--- config.mk ---
export PLATFORM = sky130hd
export DESIGN_NAME = acc_proc_flat
export DESIGN_NICKNAME = d
export VERILOG_FILES = /design/src/rtl/acc_proc_pkg.sv /design/src/rtl/acc_proc_if.sv /design/src/rtl/acc_proc_alu.sv /design/src/rtl/acc_proc.sv /design/src/flat_wrapper.sv
export SDC_FILE = /design/constraint.sdc
export NUM_CORES = 1
export LEC_CHECK = 0
export CAP_MARGIN = 20
export CORE_UTILIZATION = 39
export CTS_BUF_LIST = sky130_fd_sc_hd__clkbuf_16
export DETAILED_ROUTE_END_ITERATION = 10
export HOLD_SLACK_MARGIN = 0.12
export MAX_ROUTING_LAYER = met4
export PLACE_DENSITY = 0.65
export REMOVE_ABC_BUFFERS = 1
export SKIP_CTS_REPAIR_TIMING = 1
export SYNTH_ARGS = -nofsm -noshare
export SYNTH_HDL_FRONTEND = slang
export SYNTH_SLANG_ARGS = --single-unit
export TNS_END_PERCENT = 20
--- constraint.sdc ---
create_clock -name clk -period 5.5 [get_ports clk]
set_input_delay 0.55 -clock clk [delete_from_list [all_inputs] [get_ports clk]]
set_output_delay 0.55 -clock clk [all_outputs]
set_load 0.01 [all_outputs]
--- src/rtl/acc_proc_pkg.sv ---
// Shared encodings for the accumulator processor: opcodes, FSM states and the
// bit positions of the fields inside an 8-bit instruction word.
package acc_proc_pkg;

  typedef enum logic [3:0] {
    OpAdd  = 4'h0,
    OpSub  = 4'h1,
    OpSll  = 4'h2,
    OpBnz  = 4'h3,
    OpSrl  = 4'h4,
    OpMul  = 4'h5,
    OpNand = 4'h6,
    OpXor  = 4'h7,
    OpAddi = 4'h8,
    OpLi   = 4'h9,
    OpSlli = 4'hA,
    OpBz   = 4'hB,
    OpHalt = 4'hC,
    OpClr  = 4'hD,
    OpLa   = 4'hE,
    OpSa   = 4'hF
  } opcode_e;

  typedef enum logic [1:0] {
    StIdle   = 2'd0,
    StRun    = 2'd1,
    StHalted = 2'd2
  } state_e;

  localparam int unsigned OPC_LSB = 0;
  localparam int unsigned OPC_MSB = 3;
  localparam int unsigned OPR_LSB = 4;
  localparam int unsigned OPR_MSB = 7;

endpackage

--- src/rtl/acc_proc_if.sv ---
// Instruction-memory write port: valid/ready handshake carrying address and word.
interface acc_proc_if;

  logic       prog_valid;
  logic       prog_ready;
  logic [3:0] prog_addr;
  logic [7:0] prog_data;

  modport master (
    output prog_valid,
    output prog_addr,
    output prog_data,
    input  prog_ready
  );

  modport slave (
    input  prog_valid,
    input  prog_addr,
    input  prog_data,
    output prog_ready
  );

endinterface

--- src/rtl/acc_proc_alu.sv ---
// Combinational ALU: computes the next accumulator value and carry for one opcode.
// Opcodes that do not touch the accumulator pass acc_i through unchanged.
module acc_proc_alu
  import acc_proc_pkg::*;
#(
  parameter int unsigned DATA_W = 8
) (
  input  opcode_e           opcode_i,
  input  logic [DATA_W-1:0] acc_i,
  input  logic [DATA_W-1:0] opr_data_i,
  input  logic [DATA_W-1:0] imm_i,
  input  logic [3:0]        opr_i,
  output logic [DATA_W-1:0] result_o,
  output logic              carry_out_o,
  output logic              carry_we_o
);

  localparam int unsigned ShW    = $clog2(DATA_W);
  localparam logic [4:0]  ShMask = 5'((32'd1 << ShW) - 32'd1);

  logic [4:0]      shamt;
  logic [DATA_W:0] sum_rs;
  logic [DATA_W:0] sum_imm;
  logic [DATA_W:0] diff;

  assign shamt   = {1'b0, opr_i} & ShMask;
  assign sum_rs  = {1'b0, acc_i} + {1'b0, opr_data_i};
  assign sum_imm = {1'b0, acc_i} + {1'b0, imm_i};
  // Top bit of the widened difference is the borrow.
  assign diff    = {1'b0, acc_i} - {1'b0, opr_data_i};

  always_comb begin
    result_o    = acc_i;
    carry_out_o = 1'b0;
    carry_we_o  = 1'b0;
    case (opcode_i)
      OpAdd: begin
        result_o    = sum_rs[DATA_W-1:0];
        carry_out_o = sum_rs[DATA_W];
        carry_we_o  = 1'b1;
      end
      OpSub: begin
        result_o    = diff[DATA_W-1:0];
        carry_out_o = ~diff[DATA_W];
        carry_we_o  = 1'b1;
      end
      OpAddi: begin
        result_o    = sum_imm[DATA_W-1:0];
        carry_out_o = sum_imm[DATA_W];
        carry_we_o  = 1'b1;
      end
      OpSll, OpSlli: result_o = acc_i << shamt;
      OpSrl:         result_o = acc_i >> shamt;
      OpMul:         result_o = acc_i * opr_data_i;
      OpNand:        result_o = ~(acc_i & opr_data_i);
      OpXor:         result_o = acc_i ^ opr_data_i;
      OpLi:          result_o = imm_i;
      OpClr:         result_o = '0;
      OpLa:          result_o = opr_data_i;
      default:       result_o = acc_i;
    endcase
  end

endmodule

--- src/rtl/acc_proc.sv ---
// Accumulator processor: instruction/data memories, run/step/halt FSM and
// program counter; arithmetic is delegated to acc_proc_alu.
module acc_proc
  import acc_proc_pkg::*;
#(
  parameter int unsigned DATA_W     = 8,
  parameter int unsigned IMEM_DEPTH = 16,
  parameter int unsigned DMEM_DEPTH = 16
) (
  input  logic              clk,
  input  logic              rst,
  acc_proc_if.slave         prog,
  input  logic              run,
  input  logic              step,
  output logic [1:0]        state,
  output logic [3:0]        pc,
  output logic [DATA_W-1:0] acc,
  output logic              carry,
  input  logic [3:0]        dbg_addr,
  output logic [DATA_W-1:0] dbg_data
);

  localparam int unsigned IAW    = (IMEM_DEPTH > 1) ? $clog2(IMEM_DEPTH) : 1;
  localparam int unsigned DAW    = (DMEM_DEPTH > 1) ? $clog2(DMEM_DEPTH) : 1;
  localparam logic [3:0]  PcLast = 4'(IMEM_DEPTH - 1);

  state_e            state_q, state_d;
  logic [3:0]        pc_q, pc_d;
  logic [DATA_W-1:0] acc_q, acc_d;
  logic              carry_q, carry_d;
  logic [7:0]        imem_q [IMEM_DEPTH];
  logic [7:0]        imem_d [IMEM_DEPTH];
  logic [DATA_W-1:0] dmem_q [DMEM_DEPTH];
  logic [DATA_W-1:0] dmem_d [DMEM_DEPTH];

  logic [7:0]        instr;
  opcode_e           opcode;
  logic [3:0]        operand;
  logic              rs_ok;
  logic [DATA_W-1:0] opr_data;
  logic [DATA_W-1:0] imm;
  logic [DATA_W-1:0] alu_result;
  logic              alu_carry;
  logic              alu_carry_we;
  logic              prog_ready;
  logic              exec;
  logic              taken;
  logic [3:0]        pc_inc;
  logic [3:0]        target;

  assign instr    = imem_q[pc_q[IAW-1:0]];
  assign opcode   = opcode_e'(instr[OPC_MSB:OPC_LSB]);
  assign operand  = instr[OPR_MSB:OPR_LSB];
  assign rs_ok    = 32'(operand) < DMEM_DEPTH;
  assign opr_data = rs_ok ? dmem_q[operand[DAW-1:0]] : '0;
  assign imm      = DATA_W'($signed(operand));

  assign taken  = ((opcode == OpBnz) && (acc_q != '0)) || ((opcode == OpBz) && (acc_q == '0));
  assign target = (32'(operand) < IMEM_DEPTH) ? operand : 4'd0;
  assign pc_inc = (pc_q == PcLast) ? 4'd0 : pc_q + 4'd1;

  assign prog_ready      = (state_q != StRun);
  assign prog.prog_ready = prog_ready;

  acc_proc_alu #(
    .DATA_W(DATA_W)
  ) u_alu (
    .opcode_i   (opcode),
    .acc_i      (acc_q),
    .opr_data_i (opr_data),
    .imm_i      (imm),
    .opr_i      (operand),
    .result_o   (alu_result),
    .carry_out_o(alu_carry),
    .carry_we_o (alu_carry_we)
  );

  always_comb begin
    state_d = state_q;
    pc_d    = pc_q;
    acc_d   = acc_q;
    carry_d = carry_q;
    dmem_d  = dmem_q;
    exec    = 1'b0;

    // run takes priority over step and only arms RUN; execution starts next cycle.
    unique case (state_q)
      StIdle: begin
        if (run) begin
          state_d = StRun;
        end else if (step) begin
          exec = 1'b1;
        end
      end
      StRun: begin
        exec = 1'b1;
        if (!run) state_d = StIdle;
      end
      StHalted: begin
        if (!run) state_d = StIdle;
      end
      default: state_d = StIdle;
    endcase

    if (exec) begin
      acc_d = alu_result;
      if (alu_carry_we) carry_d = alu_carry;
      if (opcode == OpHalt) begin
        state_d = StHalted;
      end else if ((opcode == OpBnz) || (opcode == OpBz)) begin
        pc_d = taken ? target : pc_inc;
      end else begin
        pc_d = pc_inc;
      end
      if ((opcode == OpSa) && rs_ok) dmem_d[operand[DAW-1:0]] = acc_q;
    end
  end

  // Writes land at the clock edge, so a same-cycle step still fetches the old word.
  always_comb begin
    imem_d = imem_q;
    if (prog.prog_valid && prog_ready && (32'(prog.prog_addr) < IMEM_DEPTH)) begin
      imem_d[prog.prog_addr[IAW-1:0]] = prog.prog_data;
    end
  end

  always_ff @(posedge clk) begin
    if (rst) begin
      state_q <= StIdle;
      pc_q    <= '0;
      acc_q   <= '0;
      carry_q <= 1'b0;
      dmem_q  <= '{default: '0};
    end else begin
      state_q <= state_d;
      pc_q    <= pc_d;
      acc_q   <= acc_d;
      carry_q <= carry_d;
      dmem_q  <= dmem_d;
    end
  end

  // The program store has no reset so a loaded program survives rst.
  always_ff @(posedge clk) begin
    imem_q <= imem_d;
  end

  assign state    = state_q;
  assign pc       = pc_q;
  assign acc      = acc_q;
  assign carry    = carry_q;
  assign dbg_data = (32'(dbg_addr) < DMEM_DEPTH) ? dmem_q[dbg_addr[DAW-1:0]] : '0;

endmodule

--- src/flat_wrapper.sv ---
// flat-port wrapper written by rule: the top's interface ports become plain ports
module acc_proc_flat import acc_proc_pkg::*;
#(
  parameter int unsigned DATA_W     = 8,
  parameter int unsigned IMEM_DEPTH = 16,
  parameter int unsigned DMEM_DEPTH = 16
)
  (clk, rst, run, step, state, pc, acc, carry, dbg_addr, dbg_data, prog_prog_valid, prog_prog_addr, prog_prog_data, prog_prog_ready);
  acc_proc_if prog_i ();
  input  logic clk;
  input  logic rst;
  input  logic run;
  input  logic step;
  output logic [1:0] state;
  output logic [3:0] pc;
  output logic [DATA_W-1:0] acc;
  output logic carry;
  input  logic [3:0] dbg_addr;
  output logic [DATA_W-1:0] dbg_data;
  input wire logic [$bits(prog_i.prog_valid)-1:0] prog_prog_valid;
  input wire logic [$bits(prog_i.prog_addr)-1:0] prog_prog_addr;
  input wire logic [$bits(prog_i.prog_data)-1:0] prog_prog_data;
  output wire logic [$bits(prog_i.prog_ready)-1:0] prog_prog_ready;
  assign prog_i.prog_valid = prog_prog_valid;
  assign prog_i.prog_addr = prog_prog_addr;
  assign prog_i.prog_data = prog_prog_data;
  assign prog_prog_ready = prog_i.prog_ready;
  acc_proc #(.DATA_W(DATA_W), .IMEM_DEPTH(IMEM_DEPTH), .DMEM_DEPTH(DMEM_DEPTH)) u_core (.clk(clk), .rst(rst), .prog(prog_i), .run(run), .step(step), .state(state), .pc(pc), .acc(acc), .carry(carry), .dbg_addr(dbg_addr), .dbg_data(dbg_data));
endmodule
# Word level (Yosys, flattened, before mapping)
# Index checks and enable logic that the tools add are counted.
[word_totals] register_bits=271 inputBits=21 out_inout_bits=24
[classes] addsub=4 n_mul=1 magnitude_cmp=6 n_eq_ne=19 shift=2 mux=29 n_bitwise=9 n_reduce_logical=19
[ops] op="128-bit bitwise mux" count=2
[ops] op="8-bit binary-select mux with 4-bit select" count=3
[ops] op="8-bit case mux with 11 select lines" count=1
[ops] op="8-bit demux with 4-bit select" count=2
[ops] op="8-bit 2-to-1 mux" count=8
[ops] op="4-bit == test, second input constant" count=9
[ops] op="5-bit greater-or-equal comparator, second input constant" count=4
[ops] op="4-bit inverter with 5-bit output" count=4
[ops] op="8-bit by 8-bit adder with 9-bit output" count=2
[ops] op="4-bit by 3-bit == test with 1-bit output, second input constant" count=4
[ops] op="4-bit 2-to-1 mux" count=3
[ops] op="11-bit nonzero test" count=1
[ops] op="5-bit by 1-bit less-than comparator with 1-bit output, second input constant" count=2
[ops] op="8-bit by 8-bit subtractor with 9-bit output" count=1
[ops] op="8-bit AND" count=1
[ops] op="4-bit by 2-bit == test with 1-bit output, second input constant" count=2
[ops] op="8-bit logical NOT" count=1
[ops] op="8-bit by 8-bit multiplier with 8-bit output" count=1
[ops] op="2-bit 2-to-1 mux" count=4
[ops] op="8-bit inverter" count=1
[ops] op="2-bit AND reduction" count=4
[ops] op="8-bit nonzero test" count=1
[ops] op="8-bit by 3-bit << shifter with 8-bit output" count=1
[ops] op="8-bit by 3-bit >> shifter with 8-bit output" count=1
[ops] op="17 further kinds" count=26

# Depth between registers and ports, before layout
[logic_depth] ltp_word=11 ltp_mapped=32

# Cells and area by module
# A second synthesis with hierarchy kept.
[hier_totals] cells_unflattened=1297 area_unflattened_um2=15663.8
[by_module_without_submodules] mod="acc_proc" instances=1 cells_per_inst=883 area_each_um2=12642.1 seq_area_each_um2=6706.4
[by_module_without_submodules] mod="acc_proc_alu" instances=1 cells_per_inst=414 area_each_um2=3021.6 seq_area_each_um2=0.0

# Worst setup path before layout
# No wires, ideal clock.
[synth_timing] path_type="register -> register" startpoint="reg u_core.pc_q[0], in the netlist u_core.pc[0]" endpoint="reg u_core.acc_q[6], in the netlist u_core.acc[6]" setup_ns=0.132 arrival_ns=5.819 required_time_ns=5.368 slack_ns=-0.451 path_stages_with_launch=25 synth_period_minus_slack_ns=5.951 cell_sequence="dfxtp_1 > buf_6 > buf_8 > mux4_2 > mux4_2 > buf_6 > nor2_1 > buf_2 > a32oi_1 > nand2_1 > nand2_1 > fa_1 > fa_1 > inv_1 > fa_1 > inv_1 > fa_1 > inv_1 > ha_1 > xnor2_1 > a221oi_1 > nand4_1 > a211o_1 > o211ai_1 > a21oi_1"
[synth_via] elab_chain_cells=11
[synth_rtl] element="start, declared" line_no="acc_proc.sv:28" text="logic [3:0] pc_q, pc_d;"
[synth_rtl] element="start signal, assigned" line_no="acc_proc.sv:136" text="pc_q <= pc_d;"
[synth_rtl] element="4-bit inverter with 5-bit output (not written as such) *" line_no="acc_proc.sv:51" text="assign instr = imem_q[pc_q[IAW-1:0]];"
[synth_rtl] element="8-bit binary-select mux with 4-bit select *" line_no="acc_proc.sv:51"
[synth_rtl] element="8-bit 2-to-1 mux (not written as such) * (2 in a row)" line_no="acc_proc.sv:51"
[synth_rtl] element="parallel branches: the longest is 7 deep, another holds 8-bit by 8-bit multiplier with 8-bit output"
[synth_rtl] element="end signal, assigned" line_no="acc_proc.sv:131" text="acc_q <= '0;"
[synth_rtl] element="end signal, assigned" line_no="acc_proc.sv:137" text="acc_q <= acc_d;"
[synth_rtl] element="end, declared" line_no="acc_proc.sv:29" text="logic [DATA_W-1:0] acc_q, acc_d;"
# Every way passes the cells marked *. The select of a mux whose other input is x is not followed.
# A chain may end at the register's enable or synchronous reset.

# Worst setup path after layout
# Same ends and word-level chain as after synthesis.

==> results by group <==
Setup path
  – Critical Path Slowest Stage Cell: mux4_2
  – Classification of the worst setup path: reg2reg
  – Data required time at the worst endpoint: 5920 ps
  – Slowest cell delay on critical path: 590 ps
  – CP Max Fanout: 7
  – Cell family with most CP delay: adder cells
  – Cell depth of the worst setup path: 24
  – Buffering stage count on the worst path with inverters included: 5
  – Worst reg-to-reg path cell count: 24
  – Worst-path cell chain: buf_4 -> mux4_2 -> mux4_2 -> and2_4 -> a222oi_1 -> nand2_1 -> buf_6 -> inv_4 -> nor2_4 -> ha_4 -> fa_1 -> ha_1 -> inv_2 -> fa_1 -> inv_1 -> ha_1 -> a21o_1 -> a21oi_2 -> xnor2_2 -> a221oi_2 -> nand4_1 -> a211o_1 -> o211ai_1 -> a21oi_1
  – Arrival time of the worst setup path: 6460 ps
  – Setup crit start kind: flip-flop
  – Worst Setup End Kind: flip-flop

STA
  – Setup repair after global routing missed its margin: yes
  – Worst slew pin tran: 1070 ps
  – Max transition margin: 28.8%
  – Max Fclk: 166 MHz
  – Setup violators final: 5
  – Max Transition Viols Final: 0
  – Hold slack: 469 ps
  – Crit path setup slack, layout: -540 ps
  – Clock tree skew after final layout: 26.9 ps
  – Post-route fraction of the period consumed by the critical path: 110%
  – Endpoints failing hold: 0
  – Min cycle time layout: 6040 ps

Route
  – Average detailed-routed wire length per instance: 21.2 µm
  – Total Wirelength: 45,100 µm
  – Remaining number of nets flagged by the antenna check after routing: 0
  – Number of DRC violations after detailed-routing iteration 0: 1,351
  – Average vias per placed instance: 5.76
  – Total number of vias: 12,264
  – DR pass1 iterations: 6
  – Drc violations: 0

CTS
  – Clock Tree Buf Depth: 3
  – Number of clock buffers inserted by TritonCTS: 29
  – Worst-skew pair later-pin latency: 580 ps
  – H-tree levels: 1
  – TritonCTS clock tree: yes
  – Clock slew at the register clock pins of the worst setup and hold paths: 70 ps
  – Sink Count: 271
  – Root Buffer Master: clkbuf_16

Placement
  – Half-perimeter wire length after detailed placement: 31,200 µm
  – Count of buffers inserted at the top-level ports: 44
  – Final Wtd Congestion: 0.984

Die
  – Die Y-Extent: 199 µm
  – Std-Cell Core Area: 0.0379 mm²
  – Starting utilization of the core area: 40.0%
  – Boundary pin count: 45
  – Number of cell rows: 71
  – DIE AREA: 0.0397 mm²
  – Die X-Extent: 199 µm

GRT
  – Number of antenna violations at the first check in global routing: 0
  – Wire length of the first global-routing pass: 68,700 µm
  – Number of global-route vias before repair: 11,801
  – Largest net degree at the start of global routing: 92
  – Gr ovfl total: 0
  – Total routing resource utilization after global routing: 23.3%

Layout
  – Total Nets Final: 1,679
  – # diodes: 0
  – Signed area change from the synthesized netlist to the final layout: 19.3%
  – Ratio of cells with drive above 1 in the final layout: 19.0%
  – Final standard cell utilization of the core: 47.7%
  – Filler cell count in the final layout: 3,524

Logic synthesis
  – Post-synth ARST share: 0%
  – Cell type with the highest aggregate area in the netlist: edfxtp_1
  – Most common cell in the netlist: nand2_1
  – Flip-flop and latch count after synthesis: 271
  – Leading register cell type out of synthesis: dfxtp_1
  – Syn_area_per_cell: 10.2 µm²
  – Most common library cells after synthesis: 205 x nand2_1, 185 x nor2_1, 143 x dfxtp_1
  – Post-synthesis instance area: 0.0152 mm²
  – Top post-synthesis cells by area: edfxtp_1 25%, dfxtp_1 19%, mux4_2 11%
  – Library cells used by synthesis: 73
  – Number of instances in the synthesized netlist: 1,491
  – Sequential fraction of the synthesis area: 44.2%
  – Warnings, synthesis: 0
  – Post-synth EDFFs: 128
  – Share of the synthesized area in the top cell type: 25.3%

Pwr
  – Leakage power total: 0.00639 µW
  – Peak supply drop: 0.000277 V
  – Power Density: 494 mW/mm²

Status
  – Failing checks: setup timing
  – Result of the run: finished with violations

Run
  – Number of max-cap violations: 0

Worst hold path
  – Hold path cells: 2
  – Worst min-delay path class: reg2reg
report_power, final:
| group | total, µW | switching, µW | internal, µW | leakage [µW] |
|---|---|---|---|---|
| combinational | 4630 | 2700 | 1930 | 0.00359 |
| clock | 2000 | 816 | 1180 | 0.000484 |
| sequential | 2300 | 134 | 2170 | 0.00231 |
per-layer routing:
| layer | track usage (%) | wire [µm] | vias to the layer above |
|---|---|---|---|
| met3 | 2.80 | 2900 | 96 |
| met2 | 37.7 | 21600 | 499 |
| met1 | 30.8 | 19400 | 6073 |
| met4 | 6.24 | 1230 | 0 |
| met5 | - | 0 | - |
| li1 | - | - | 5596 |
layout by cell type, fill, tap and decap left out, drive strengths merged, types with 7 or more instances in the layout:
master           n
o21ai           32
mux2i           99
a31oi           10
fa              15
xnor2           17
nor2b           10
nand3           66
edfxtp         128
mux4            71
dfxtp          143
o21bai           8
clkinv          14
nor2           186
a311oi           7
nand2b          10
a22oi            7
clkbuf          30
nor3            19
buf            137
ha              45
mux2             9
a21o             7
nand4            8
a21oi          126
nand2          206
a32oi            7
clkdlybuf4s50   41
inv             60
a211oi           8
and3            11
cells by family (layout without fill, tap and decap cells):
family,after synthesis,count (layout),share of synthesized area [%]
multiplexers,179,179,17.8
AND/OR/NAND/NOR,539,539,15.3
buffers and inverters,160,288,4.71
XOR/XNOR,23,23,1.61
flip-flops,271,271,44.2
AO/OA/AOI/OAI,259,259,10.7
adder cells (fa/ha/maj),60,60,5.69
state kept, by name, indices dropped and copies added (netlist names):
register and flops:
u_core.dmem_q 128, u_core.imem_q 128, u_core.acc 8, u_core.carry 1
u_core.pc 4, u_core.state 2
worst paths after layout:
| check | start | end | slack (ps) |
|---|---|---|---|
| hold / removal | u_core.dmem_q[109] | u_core.dmem_q[109] | 470 |
| hold reg to reg | u_core.dmem_q[109] | u_core.dmem_q[109] | 470 |
| setup reg to reg | u_core.pc[0] | u_core.acc[6] | -540 |
| setup / recovery | u_core.pc[0] | u_core.acc[6] | -540 |
worst register-to-register path, delay by kind of cell, from the launching register on:
family | cells | cell delay [ps]
fa+ha+maj | 5 | 1750
compound gates | 7 | 1480
mux | 2 | 1080
simple gates | 4 | 590
buf+inv | 5 | 460
flops | 1 | 400
xor+xnor | 1 | 100
cell type report:
cell class	instances	area (µm²)	share of cell area, %
inverter	56	226	1.25
clock buffer	29	726	4.01
tap	511	639	3.53
timing repair buffer	179	1600	8.82
timing repair inverter	1	8.76	0.0484
clock inverter	23	230	1.27
sequential	271	6720	37.1
multi-input combinational	1060	7950	44.0
through the flow:
stage | power, µW | setup TNS, ps | cells | cell area (µm²) | worst slack [ps]
floorplan | 4720 | -29310 | 1387 | 14700 | -2770
global placement | 6530 | -2520 | 2064 | 16800 | -642
detailed placement | 6550 | -3280 | 2064 | 16800 | -826
CTS | 8560 | -3360 | 2116 | 17700 | -847
global route | 9400 | -3470 | 2130 | 18100 | -823
finish | 8930 | -1900 | 2130 | 18100 | -540
Note: power is estimated with default switching activity, not from simulation.
